===== src/rtl/rr_bus_arbiter_pkg.sv =====
// rr_bus_arbiter_pkg: shared state enum, requester count and index types for the arbiter
package rr_bus_arbiter_pkg;
  localparam int N_REQ = 4;
  localparam int TENURE_W = 8;
  typedef enum logic [1:0] {IDLE, GRANT, GAP} state_t;
  typedef logic [$clog2(N_REQ)-1:0] owner_t;
  typedef logic [TENURE_W-1:0] tenure_t;
endpackage


===== src/rtl/rr_bus_arbiter_pick.sv =====
// rr_pick: combinational round-robin search, first raised request at or after ptr (wrapping)
module rr_pick
  import rr_bus_arbiter_pkg::*;
(
  input  logic [N_REQ-1:0] req,
  input  owner_t           ptr,
  output logic             valid,
  output owner_t           idx
);
  always_comb begin
    idx = '0;
    for (int i = N_REQ - 1; i >= 0; i--)
      if (req[ptr + owner_t'(i)]) idx = ptr + owner_t'(i);
    valid = |req;
  end
endmodule


===== src/rtl/rr_bus_arbiter.sv =====
// rr_bus_arbiter: round-robin bus arbiter with a one-cycle turnaround gap and a MAX_HOLD tenure limit
module rr_bus_arbiter #(
  parameter int MAX_HOLD = 16,
  parameter int N_REQ = rr_bus_arbiter_pkg::N_REQ
) (
  input  logic             clk,
  input  logic             rst,
  input  logic [N_REQ-1:0] req,
  input  logic [N_REQ-1:0] done,
  output logic [N_REQ-1:0] gnt,
  output logic [1:0]       owner,
  output logic             busy,
  output logic             timeout
);
  import rr_bus_arbiter_pkg::*;
  state_t state_q, state_d;
  logic [N_REQ-1:0] gnt_q, gnt_d;
  owner_t owner_q, owner_d, ptr_q, ptr_d, pick_idx;
  tenure_t tenure_q, tenure_d;
  logic busy_q, busy_d, timeout_q, timeout_d, pick_valid, release_w, expire_w;
  rr_pick u_pick (
    .req   (req),
    .ptr   (ptr_q),
    .valid (pick_valid),
    .idx   (pick_idx)
  );
  assign release_w = done[owner_q] | ~req[owner_q];
  assign expire_w  = tenure_q == tenure_t'(MAX_HOLD - 1);
  // a release on the expiry cycle wins, so timeout only flags a forced revoke
  always_comb begin
    state_d   = state_q;
    gnt_d     = gnt_q;
    owner_d   = owner_q;
    ptr_d     = ptr_q;
    tenure_d  = tenure_q;
    timeout_d = 1'b0;
    if (state_q == GRANT) begin
      if (release_w || expire_w) begin
        state_d   = GAP;
        gnt_d     = '0;
        timeout_d = ~release_w;
      end else tenure_d = tenure_q + tenure_t'(1);
    end else if (pick_valid) begin
      state_d  = GRANT;
      gnt_d    = {{(N_REQ-1){1'b0}}, 1'b1} << pick_idx;
      owner_d  = pick_idx;
      ptr_d    = pick_idx + owner_t'(1);
      tenure_d = '0;
    end else state_d = IDLE;
    busy_d = |gnt_d;
  end
  always_ff @(posedge clk or posedge rst) begin
    if (rst) begin
      state_q   <= IDLE;
      gnt_q     <= '0;
      owner_q   <= '0;
      ptr_q     <= '0;
      tenure_q  <= '0;
      busy_q    <= 1'b0;
      timeout_q <= 1'b0;
    end else begin
      state_q   <= state_d;
      gnt_q     <= gnt_d;
      owner_q   <= owner_d;
      ptr_q     <= ptr_d;
      tenure_q  <= tenure_d;
      busy_q    <= busy_d;
      timeout_q <= timeout_d;
    end
  end
  assign gnt     = gnt_q;
  assign owner   = owner_q;
  assign busy    = busy_q;
  assign timeout = timeout_q;
endmodule


===== config.mk =====
export PLATFORM = sky130hd
export DESIGN_NAME = rr_bus_arbiter
export DESIGN_NICKNAME = d
export VERILOG_FILES = /design/src/rtl/rr_bus_arbiter_pkg.sv /design/src/rtl/rr_bus_arbiter_pick.sv /design/src/rtl/rr_bus_arbiter.sv
export SDC_FILE = /design/constraint.sdc
export NUM_CORES = 1
export LEC_CHECK = 0
export ABC_AREA = 1
export CORE_ASPECT_RATIO = 0.8
export CORE_MARGIN = 4
export CORE_UTILIZATION = 35
export CTS_BUF_LIST = sky130_fd_sc_hd__clkbuf_8
export DETAILED_ROUTE_END_ITERATION = 8
export GPL_TIMING_DRIVEN = 1
export SKIP_LAST_GASP = 1
export SLEW_MARGIN = 20
export SYNTH_ARGS = -nofsm -noshare
export SYNTH_HDL_FRONTEND = slang
export SYNTH_SLANG_ARGS = --single-unit

===== constraint.sdc =====
create_clock -name clk -period 4.8 [get_ports clk]
set_clock_uncertainty 0.1 [all_clocks]
set_input_delay 0.72 -clock clk [delete_from_list [all_inputs] [get_ports clk]]
set_output_delay 0.72 -clock clk [all_outputs]
set_load 0.01 [all_outputs]

==> impl_metrics.ini <==
[finish]
n_antenna_cell = 0
syn2layout_area_growth_pct = 21.4
drive_above_1_share_pct = 16.3
final_cells = 212
fill_cells = 300
layout.nets = 185
fin_area_sq_mm = 0.00142

[job]
cap_violations = 0

[logic_synthesis]
synth_compound_gate_area_share_pct = 8.55
yosysSeqAreaShare_pct = 42.7
synthCells = 153
muxShareOfSynthArea_pct = 0
postSynthAreaPerCell_sq_um = 7.65
yosys_warnings = 0
yosys.area_share.adder_pct = 1.07
synth_simple_gate_area_share_pct = 40.2
synth_xor_area_share_pct = 0.748
ys_seq_elements = 20
syn-cell-area_sq_mm = 0.00117
synth_cell_type_count = 27
synth_top_family_by_area = simple AND/OR/NAND/NOR gates
syn_nets = 164

[floorplan]
die_area_sq_mm = 0.00434
core_sq_mm = 0.00315
dieWidth_um = 72.7
row_count = 18
initial_utilization_pct = 37.1
die_height_um = 59.7
io_pins = 18

[clock_network]
clk_pin_slew_ns = 0.07
htree_levels = 1
cts_setup_buffers = 0
clock_sinks = 20
numCtsBuffers = 3
postCtsHoldBufs = 0
insertion_delay_ns = 0.26
clockBufferDepth = 2
tritoncts = done
cts_resized = 0
cts_root_buf = clkbuf_8

[placed_design]
port_buffers = 17
place_inst = 209
dp_slack_ns = 2.35
dp_hpwl_um = 1950
place.gp.congestion = 0.832
placed_area_sq_mm = 0.00138

[setup_path]
r2r_start = ptr_q[0]$_DFFE_PP0P_
required_ns = 4.84
crit_path_start_kind = input port
startpoint = req[3]
reg2reg_slack_ns = 2.90
criticalPathCategory = input port to register
arrival_ns = 2.23
critPathMaxFanout = 8
end_kind = register

[timing]
layout_setup_ws_ns = 2.61
finalCriticalPeriod_ns = 2.19
finalCritPeriodShare_pct = 45.6
whs_ns = 0.400
maxSlewHeadroom_pct = 49.1
finalSetupTns_ns = 0
fmax_ghz = 0.457
worst-slew-pin-transition_ns = 0.763
final_hold_viol_count = 0
slew_violations = 0
rsz0062_at_grt = no
finalSetupViolCount = 0

[power_and_ir_drop]
ir_drop_v = 0.000266
power_frac_seq_pct = 30.7
sw_frac_of_total_pct = 47.1
power_switching_uw = 414
clock_power_share_pct = 12.4
pwr-share-comb_pct = 56.9
power_density_mw_per_mm2 = 618
p_int_uw = 464
p_leak_uw = 0.000706

[global_route]
grt_pass1_vias = 933
global_route.overflow_total = 0
grt_pass1_wl_um = 4300
antenna_found_initial = 0
grt_max_degree = 21
grtUsageTotal_pct = 13.0

[route]
routed_wl_um = 2520
drtAntennaViolNets = 0
dr.pass1.iters = 4
drt_iter0_drc = 62
drc = 0
viasPerCell = 4.85
wl_per_cell_um = 11.9
num_vias = 1029

[min_path]
hold_start = tenure_q[0]$_DFFE_PP0P_
hp-class = register to register

[run_status]
status = finished clean
-- final cells by class --
type | instances | area [sq um] | area share, %
Clock buffer | 3 | 41.3 | 2.90
Inverter | 18 | 67.6 | 4.75
Multi-Input combinational cell | 114 | 592 | 41.6
Sequential cell | 20 | 500 | 35.2
Tap cell | 40 | 50.0 | 3.52
Timing Repair Buffer | 17 | 170 | 12.0
-- path summary, 6_finish.rpt --
| path | to | cells after the start |
|---|---|---|
| max reg2reg | busy$_DFF_PP0_ | 13 |
| max | busy$_DFF_PP0_ | 9 |
| min reg2reg | tenure_q[0]$_DFFE_PP0P_ | 1 |
| min in group asynchronous | tenure_q[4]$_DFFE_PP0P_ | 2 |
| max in group asynchronous | gnt[2]$_DFF_PP0_ | 2 |
| min | tenure_q[0]$_DFFE_PP0P_ | 1 |
-- kinds of logic after synthesis --
kind of cell / Yosys count
xor+xnor: 1
flops: 20
buf+inv: 19
fa+ha+maj: 1
compound gates: 16
simple gates: 96
-- metal layers --
metal	routed length (um)	global-route usage, %	vias to the layer above	share of wire [%]
li1	-	-	535	-
met3	93	4.20	2	3.7
met2	1140	19.2	12	45
met5	0	0	-	0
met1	1270	18.1	480	50
met4	17	3.95	0	0.68
-- flip-flops by register name (all words and copies together), names as in the netlist --
signal	cells
tenure_q	8
gnt	4
timeout	1
owner	2
state_q	2
ptr_q	2
busy	1
-- synthesized netlist by cell type, drive strengths merged --
master	n	share of area (%)
nand2	54	20
dfrtp	20	43
inv	18	5.8
nand3	17	9.0
nor2	12	4.1
o21ai	7	3.3
a21oi	5	2.5
nand4	4	2.7
nor3	4	1.7
nand3b	2	1.3
o21a	2	1.3
a21boi	1	0.96
a31oi	1	0.53
and3	1	0.64
buf	1	0.96
ha	1	1.1
nor3b	1	0.64
or2	1	0.53
xor2	1	0.75
-- cells in the final DEF (no fill, tap or decap), types with 4 or more instances in the layout --
master           instances
nand2_1                 45
dfrtp_1                 20
clkdlybuf4s50_1         17
inv_1                   13
nand3_1                 13
nor2_1                  11
nand2_2                  8
o21ai_0                  6
inv_2                    5
nor3_1                   4
nand3_2                  4
a21oi_1                  4
-- power groups by stage --
stage / registers [uW] / logic [uW] / clock network (uW)
2_1_floorplan: 266 / 378 / 0
3_3_place_gp: 273 / 498 / 0
3_5_place_dp: 274 / 502 / 0
4_1_cts: 270 / 503 / 113
5_1_grt: 279 / 564 / 122
6_report: 270 / 500 / 109
-- per-stage QoR --
step / power [uW] / util, %
floorplan: 644 / -
global placement: 771 / 43.8
detailed placement: 775 / 43.8
CTS: 887 / 45.1
global route: 964 / 45.1
finish: 878 / 45.1
-- critical path, cell delays in order --
cell	delay (ns)
clkdlybuf4s50_1	0.43
inv_1	0.14
nand4_1	0.13
nand2_1	0.26
inv_1	0.19
nand4_1	0.14
nand2_1	0.08
nor2_1	0.09
nand2_1	0.06
No activity file was read; power rests on OpenSTA's default activity.
